$ cat config.mk
export PLATFORM = sky130hd
export DESIGN_NAME = rw_port_arbiter
export DESIGN_NICKNAME = d
export VERILOG_FILES = /design/src/rtl/rw_arb_pkg.sv /design/src/rtl/rw_port_arbiter_rr_pick.sv /design/src/rtl/rw_port_arbiter.sv
export SDC_FILE = /design/constraint.sdc
export NUM_CORES = 1
export LEC_CHECK = 0
export BUFFER_PORTS_ARGS = -buffer_cell sky130_fd_sc_hd__buf_2
export CORE_AREA = 5 5 351 353
export CTS_CLUSTER_DIAMETER = 50
export CTS_CLUSTER_SIZE = 20
export DETAILED_ROUTE_END_ITERATION = 6
export DIE_AREA = 0 0 356 358
export PLACE_DENSITY_LB_ADDON = 0.2
export SLEW_MARGIN = 20
export SYNTH_ARGS = -nofsm -noshare
export SYNTH_HDL_FRONTEND = slang
export SYNTH_HIERARCHICAL = 1
export SYNTH_SLANG_ARGS = --single-unit
$ cat constraint.sdc
create_clock -name clk -period 3.6 [get_ports clk]
set_input_delay 0.18 -clock clk [delete_from_list [all_inputs] [get_ports clk]]
set_output_delay 0.18 -clock clk [all_outputs]
set_load 0.01 [all_outputs]
$ cat src/rtl/rw_arb_pkg.sv
// rtl/rw_arb_pkg.sv - shared types and constants for rw_port_arbiter
package rw_arb_pkg;

  typedef enum logic [1:0] {
    IDLE  = 2'd0,
    BUSY  = 2'd1,
    DRAIN = 2'd2
  } arb_state_e;

  localparam int DEFAULT_TIMEOUT = 1024;

endpackage

$ cat src/rtl/rw_port_arbiter_rr_pick.sv
// rtl/rw_port_arbiter_rr_pick.sv - round-robin first-set search starting at ptr
module rr_pick #(
  parameter int N  = 4,
  parameter int IW = 2
) (
  input  logic [N-1:0]  req,
  input  logic [IW-1:0] ptr,
  output logic          any,
  output logic [N-1:0]  onehot,
  output logic [IW-1:0] idx
);

  always_comb begin
    int k;
    any    = 1'b0;
    onehot = '0;
    idx    = '0;
    k      = 0;
    for (int i = 0; i < N; i++) begin
      // offset from ptr, wrapped without a modulo so non-power-of-two N works
      k = int'(ptr) + i;
      if (k >= N) k = k - N;
      if (!any && req[IW'(k)]) begin
        any             = 1'b1;
        onehot[IW'(k)]  = 1'b1;
        idx             = IW'(k);
      end
    end
  end

endmodule

$ cat src/rtl/rw_port_arbiter.sv
// rtl/rw_port_arbiter.sv - shares one memory-port master among NUM_REQ requesters
module rw_port_arbiter
  import rw_arb_pkg::*;
#(
  parameter int NUM_REQ       = 4,
  parameter int RW_DATA_WIDTH = 64,
  parameter int RW_ADDR_WIDTH = 64,
  parameter int AXI_ID_WIDTH  = 4,
  parameter int TIMEOUT       = DEFAULT_TIMEOUT
) (
  input  logic                                  clk,
  input  logic                                  rst_n,
  input  logic [NUM_REQ-1:0]                    req_cen_i,
  input  logic [NUM_REQ-1:0]                    req_wen_i,
  input  logic [NUM_REQ*RW_ADDR_WIDTH-1:0]      req_addr_i,
  input  logic [NUM_REQ*3-1:0]                  req_size_i,
  input  logic [NUM_REQ*8-1:0]                  req_len_i,
  input  logic [NUM_REQ*AXI_ID_WIDTH-1:0]       req_id_i,
  input  logic [NUM_REQ*RW_DATA_WIDTH-1:0]      req_wdata_i,
  input  logic [NUM_REQ*RW_DATA_WIDTH/8-1:0]    req_wmask_i,
  output logic [NUM_REQ-1:0]                    req_ready_o,
  output logic [NUM_REQ-1:0]                    req_rvalid_o,
  output logic [NUM_REQ-1:0]                    req_wbeat_o,
  output logic [RW_DATA_WIDTH-1:0]              req_rdata_o,
  output logic [1:0]                            req_resp_o,
  output logic                                  m_cen_o,
  output logic                                  m_wen_o,
  output logic [RW_ADDR_WIDTH-1:0]              m_addr_o,
  output logic [2:0]                            m_size_o,
  output logic [7:0]                            m_len_o,
  output logic [AXI_ID_WIDTH-1:0]               m_id_o,
  output logic [RW_DATA_WIDTH-1:0]              m_wdata_o,
  output logic [RW_DATA_WIDTH/8-1:0]            m_wmask_o,
  input  logic                                  m_ready_i,
  input  logic                                  m_rvalid_i,
  input  logic [RW_DATA_WIDTH-1:0]              m_rdata_i,
  input  logic [1:0]                            m_resp_i,
  input  logic                                  m_wbeat_i,
  output logic [NUM_REQ-1:0]                    grant_o,
  output logic                                  timeout_o
);

  localparam int PW = $clog2(NUM_REQ);
  localparam int MW = RW_DATA_WIDTH / 8;
  localparam logic [15:0] TO_VAL = 16'(TIMEOUT);

  arb_state_e         state, state_nxt;
  logic [NUM_REQ-1:0] grant_q, pick_onehot;
  logic [PW-1:0]      gidx_q, ptr_q, pick_idx;
  logic               pick_any;
  logic [15:0]        wd_cnt;
  logic               timeout_q;

  rr_pick #(.N(NUM_REQ), .IW(PW)) u_pick (
    .req    (req_cen_i),
    .ptr    (ptr_q),
    .any    (pick_any),
    .onehot (pick_onehot),
    .idx    (pick_idx)
  );

  always_ff @(posedge clk or negedge rst_n) begin
    if (!rst_n) state <= IDLE;
    else        state <= state_nxt;
  end

  always_comb begin
    state_nxt = state;
    case (state)
      IDLE:    if (pick_any)  state_nxt = BUSY;
      BUSY:    if (m_ready_i) state_nxt = DRAIN;
      DRAIN:                  state_nxt = IDLE;
      default:                state_nxt = IDLE;
    endcase
  end

  always_ff @(posedge clk or negedge rst_n) begin
    if (!rst_n) begin
      grant_q   <= '0;
      gidx_q    <= '0;
      ptr_q     <= '0;
      wd_cnt    <= '0;
      timeout_q <= 1'b0;
    end else begin
      if (state == IDLE && pick_any) begin
        grant_q <= pick_onehot;
        gidx_q  <= pick_idx;
        ptr_q   <= (pick_idx == PW'(NUM_REQ - 1)) ? '0 : pick_idx + 1'b1;
        wd_cnt  <= '0;
      end else if (state == DRAIN) begin
        grant_q <= '0;
      end
      // watchdog only observes; a stuck transaction is flagged, never aborted
      if (state == BUSY) begin
        if (wd_cnt != 16'hFFFF) wd_cnt <= wd_cnt + 16'd1;
        if (wd_cnt + 16'd1 == TO_VAL) timeout_q <= 1'b1;
      end
    end
  end

  always_comb begin
    int sel;
    sel          = int'(gidx_q);
    m_cen_o      = 1'b0;
    m_wen_o      = 1'b0;
    m_addr_o     = '0;
    m_size_o     = '0;
    m_len_o      = '0;
    m_id_o       = '0;
    m_wdata_o    = '0;
    m_wmask_o    = '0;
    req_ready_o  = '0;
    req_rvalid_o = '0;
    req_wbeat_o  = '0;
    req_rdata_o  = '0;
    req_resp_o   = '0;
    // DRAIN keeps the request asserted so the master can leave its DONE state
    if (state != IDLE) begin
      m_cen_o   = 1'b1;
      m_wen_o   = req_wen_i[sel];
      m_addr_o  = req_addr_i[sel*RW_ADDR_WIDTH +: RW_ADDR_WIDTH];
      m_size_o  = req_size_i[sel*3 +: 3];
      m_len_o   = req_len_i[sel*8 +: 8];
      m_id_o    = req_id_i[sel*AXI_ID_WIDTH +: AXI_ID_WIDTH];
      m_wdata_o = req_wdata_i[sel*RW_DATA_WIDTH +: RW_DATA_WIDTH];
      m_wmask_o = req_wmask_i[sel*MW +: MW];
    end
    if (state == BUSY) begin
      req_ready_o  = {NUM_REQ{m_ready_i}} & grant_q;
      req_rvalid_o = {NUM_REQ{m_rvalid_i}} & grant_q;
      req_wbeat_o  = {NUM_REQ{m_wbeat_i}} & grant_q;
      req_rdata_o  = m_rdata_i;
      req_resp_o   = m_resp_i;
    end
  end

  assign grant_o   = grant_q;
  assign timeout_o = timeout_q;

endmodule

### Yosys cells after proc, flatten, opt, wreduce, memory -nomap -nowiden

Cells that the tools add are included.

| storage, ports and cells | value |
|---|---|
| output and inout bits | 236 |
| logic and storage cells | 124 |
| bits of input ports | 683 |
| register bits after elaboration | 27 |

| operators by class | value |
|---|---|
| equality and inequality tests | 7 |
| reductions and logical operators | 16 |
| add/subtract/negate cells | 9 |
| bitwise logic cells | 6 |
| order comparisons | 13 |
| shift operators | 6 |
| multiply operators | 1 |
| muxes and demuxes | 60 |

Operators with widths:

| kind | count |
|---|---|
| 256-bit by 9-bit variable part select with 64-bit output | 2 |
| 64-bit two-way mux | 3 |
| 32-bit by 6-bit variable part select with 8-bit output | 2 |
| 16-bit two-way mux | 3 |
| 4-bit two-way mux | 10 |
| 2-bit two-way mux | 12 |
| 1-bit two-way mux | 19 |
| 16-bit by 1-bit adder with 16-bit output (second input constant) | 1 |
| 16-bit by 11-bit == test with 1-bit output (second input constant) | 1 |
| 2-bit by 4-bit < comparator with 1-bit output (second input constant) | 4 |
| 8-bit two-way mux | 2 |
| 16-bit inequality test (second input constant) | 1 |
| 16-bit by 5-bit variable part select with 4-bit output | 1 |
| 4-bit AND | 3 |
| 4-bit bitwise OR | 3 |
| 12-bit by 5-bit variable part select with 3-bit output | 1 |
| 1-bit binary-select mux with 2-bit select | 5 |
| 3-bit greater-or-equal comparator (second input constant) | 3 |
| 1-bit demux with 2-bit select | 4 |
| 2-bit by 1-bit greater-or-equal comparator with 1-bit output (second input constant) | 4 |
| 1-bit logical AND | 8 |
| 2-bit by 1-bit subtractor with 2-bit output (second input constant) | 4 |
| 2-bit by 2-bit adder with 3-bit output (second input constant) | 2 |
| 2-bit == test (second input constant) | 2 |
| 13 further kinds | 18 |

### Longest topological paths before layout

| depth | value |
|---|---|
| depth in word-level cells | 19 |
| depth in mapped cells | 11 |
| gate-level depth less buffers | 8 |

### Cells and area by module

The synthesis kept the hierarchy.

By module, submodules not included:

| module | instances | sequential area each (µm²) | area each (µm²) | cells an instance |
|---|---|---|---|---|
| rw_port_arbiter | 1 | 675.6 | 6723.9 | 614 |
| rr_pick | 1 | 0.0 | 531.8 | 62 |

### Least setup slack after synthesis

OpenSTA, ideal clock, no wires.

| timing | value |
|---|---|
| path kind | reg2reg |
| start point | register ptr_q[0] |
| end point | register wd_cnt[6] |
| required time | 3518 ps |
| arrival | 3071 ps |
| setup slack | 447 ps |
| path buffers | 3 |
| cell stages (with the launch flop) | 12 |
| clock period less this slack | 3153 ps |
| library setup time | 82 ps |
| cell sequence | dfrtp_1 > buf_2 > inv_1 > ha_1 > clkbuf_1 > mux4_2 > or4_4 > nand2_1 > o21a_1 > buf_4 > a21oi_1 > o22ai_1 |

| between the ends | value |
|---|---|
| word-level cells in the longest chain between the ends | 19 |
| elaborated cells between the ends (all ways) | 41 |
| those cells by class | 7 x add/sub; 4 x order compare; 23 x mux; 7 x reduce/logical |

RTL lines:

| what | RTL line | RTL |
|---|---|---|
| start, declared | rw_port_arbiter.sv:49 | `logic [PW-1:0] gidx_q, ptr_q, pick_idx;` |
| start signal, assigned | rw_port_arbiter.sv:88 | `ptr_q <= (pick_idx == PW'(NUM_REQ - 1)) ? '0 : pick_idx + 1'b1;` |
| parallel branches: the longest is 14 deep, another holds 2-bit by 1-bit adder with 3-bit output | n/a |  |
| 1-bit two-way mux (*) | rw_port_arbiter_rr_pick.sv:23 | `if (!any && req[IW'(k)]) begin` |
| net pick_any | rw_port_arbiter.sv:50 | `logic pick_any;` |
| 1-bit logical AND (*) | rw_port_arbiter.sv:85 | `if (state == IDLE && pick_any) begin` |
| 16-bit two-way mux (*) | rw_port_arbiter.sv:85 |  |
| 16-bit two-way mux | rw_port_arbiter.sv:95 | `if (wd_cnt != 16'hFFFF) wd_cnt <= wd_cnt + 16'd1;` |
| 16-bit two-way mux (*) | rw_port_arbiter.sv:94 | `if (state == BUSY) begin` |
| end signal, assigned | rw_port_arbiter.sv:95 |  |
| end, declared | rw_port_arbiter.sv:51 | `logic [15:0] wd_cnt;` |

Mark *: on every way through the listed nets, which the timed path passes. The select of a mux whose other input is x is not followed.
A chain may end at the register's enable or synchronous reset.

### Final worst setup path

| timing | value |
|---|---|
| start point | register ptr_q[0] |
| end point | register wd_cnt[7] |

Same word-level chain as after synthesis.

==> results.tsv <==
metric	value	unit
status	complete, no violations	
most common flop cell mapped by yosys	dfrtp_1	
Final Hold Vio Count	0	
Startpoint Class	flop	
Synth Instances	676	
worst r2r src	ptr_q[0]	
VDD IR max	0.250	mV
syn_nets	1370	
TritonCTS buffer count	3	
Final period util	77.6	%
placer congestion estimate	0.888	
DRT Pass-1 Iters	5	
hold path endpoint	state[0]	
Skew-Pair Late Insertion Delay	0.27	ns
maximum root-to-sink buffer count	2	
fraction of layout cells with a size suffix above 1	72.4	%
number of synthesized flops with an enable pin	0	
detailed-route via count	10300	
critical-path cell list	buf_4 > mux4_1 > or4_4 > nand2_1 > o21a_1 > buf_4 > o21bai_1 > a22o_1	
first-pass GRT wire length	105000	um
CP Capture Type	flop	
Top delay family on crit path	multiplexers	
Worst-Margin Slew	0.744	ns
Core ar.	0.119	mm^2
clk_skew	0.00366	ns
buffer and inverter count on the worst path	2	
initial antenna violation count	101	
worst hold path type	input pin to flop	
top cells by instance count after synthesis	219 x and2_1, 155 x mux4_2, 39 x clkbuf_1	
Fill cells	14000	
Slew headroom	50.2	%
CP max stage delay	0.80	ns
synthesis-stage register bit count	27	
CTS tree	done	
NumNets Final	2247	
initial drt markers	643	
clock root buffer	clkbuf_16	
cell with the most instances after synthesis	and2_1	
Die Ht	358	um
final wirelength	83500	um
GRT Overall Usage	12.2	%
dominant cell type by area after synthesis	mux4_2	
Fmax	358	MHz
max cap viols	0	
Async SR Flop Fraction	100	%
Final ANT Viol Nets	0	
Tmin final	2.79	ns
Fin Setup TNS	0	ns
register area share after synthesis	9.31	%
overall power	9.17	mW
r2r endpoint	wd_cnt[7]	
Port Buffer Count	918	
critical path class	flop to flop	
worst reg-to-reg setup slack	0.81	ns
syn_area_per_cell	10.7	um^2
Fin Hold WS	0.202	ns
fin. max-slew vios	0	
dominant cells by area after synthesis	mux4_2 48%, and2_1 19%, dfrtp_1 9.3%	
RSZ-0062 raised after global routing	no	
crit path max-delay cell type	mux4_1	
Worst-path clk slew	0.08	ns
Die W	356	um
leak pwr	6.45	nW
total gr overflow	0	
H-tree Lvls	1	
post-route cell area	0.0140	mm^2
die footprint	0.127	mm^2
YS warnings	6	
share of Yosys cell area claimed by the top area cell type	48.1	%
area delta synth->final	92.6	%
Max FO, Critical Path	14	
worst path required time	3.81	ns
synthesized cell area	0.00726	mm^2
Reg2Reg Depth	8	
drt wl/cell	26.3	um
number of gates resized after cts	0	
IO Pins	919	
vias in the first global route	10900	
hold depth	2	
Via density	3.24	
DRC viols	0	
Cell variety after synth	59	
Hold Crit Start	m_ready_i	
most frequent CP cell	buf_4	
Post-DP Area	0.0138	mm^2
Critical Path AT	3.00	ns
# hold bufs at CTS	1	
clock sink count	27	
largest net degree at the start of global routing	80	
number of placement rows	127	
Power Dens Cells	656	mW/mm^2
Initial Util	6.07	%
final setup violation count	0	
postcts setup bufs	0	
Post-DP HPWL	77100	um
==> worst reg2reg max path: stages, from the launching register on <==
cell	delay (ns)
dfrtp_1	0.42
buf_4	0.26
mux4_1	0.80
or4_4	0.54
nand2_1	0.11
o21a_1	0.12
buf_4	0.20
o21bai_1	0.14
a22o_1	0.15
==> area by class of cell <==
type	instances	area (um^2)	area share [%]
diodes	16	40.0	0.286
clock buffers	3	75.1	0.537
clock inverters	1	5.00	0.0358
inverters	8	35.0	0.251
multi-input cells	570	6240	44.6
flip-flops and latches	27	683	4.89
well taps	1612	2020	14.4
repair buffers	943	4880	35.0
==> metrics by stage <==
stage	worst slack, ns	cells	util (%)
final	0.806	3180	11.7
after global routing	0.575	3167	11.7
after CTS	0.771	3164	11.7
after detailed placement	0.801	3159	11.6
after global placement	0.769	3159	11.6
after floorplan	0.447	676	-
==> logic make-up after synthesis <==
| family | count (synthesis) | share of synthesized area [%] |
|---|---|---|
| DFF | 27 | 9.31 |
| AOI/OAI and AO/OA | 63 | 5.48 |
| buffers and inverters | 79 | 4.85 |
| adders and majority gates | 11 | 1.90 |
| muxes | 164 | 49.6 |
| and+or+nand+nor | 327 | 28.2 |
| xor gates and xnor gates | 5 | 0.604 |
==> worst max path at each step <==
stage / end / depth (start not counted) / start
floorplan: wd_cnt[6] / 11 / ptr_q[0]
global placement: wd_cnt[7] / 8 / ptr_q[0]
detailed placement: wd_cnt[7] / 8 / ptr_q[0]
CTS: wd_cnt[7] / 8 / ptr_q[0]
global route: wd_cnt[11] / 8 / ptr_q[0]
finish: wd_cnt[7] / 8 / ptr_q[0]
==> power breakdown <==
group	internal, mW	leakage [nW]	switching (mW)	total, mW
Combinational	3.87	6.06	4.46	8.33
Clock	0.151	0.0410	0.120	0.270
Sequential	0.381	0.358	0.189	0.570
==> state kept, by name, summed over array words and instances (netlist names) <==
name / count
timeout_o: 1
gidx_q: 2
state: 2
grant_o: 4
ptr_q: 2
wd_cnt: 16
==> routing by layer <==
metal / track usage [%] / part of all wire, % / wire [um] / vias up
met4: 2.31 / 2.3 / 1910 / 18
li1: - / - / - / 4383
met3: 4.51 / 11 / 9000 / 138
met2: 21.0 / 48 / 40100 / 764
met5: 0 / 0.13 / 106 / -
met1: 14.8 / 39 / 32400 / 4988
==> cells in the final DEF (no fill, tap or decap), types with 10 or more instances in the layout <==
cell type / n
buf_2: 918
and2_1: 219
mux4_2: 155
dfrtp_1: 25
nand2_1: 22
o21ai_0: 17
diode_2: 16
nand3_1: 16
buf_4: 16
and3_1: 13
a21oi_1: 13
ha_1: 11
nor2_1: 10
No activity file was read; power rests on OpenSTA's default activity.
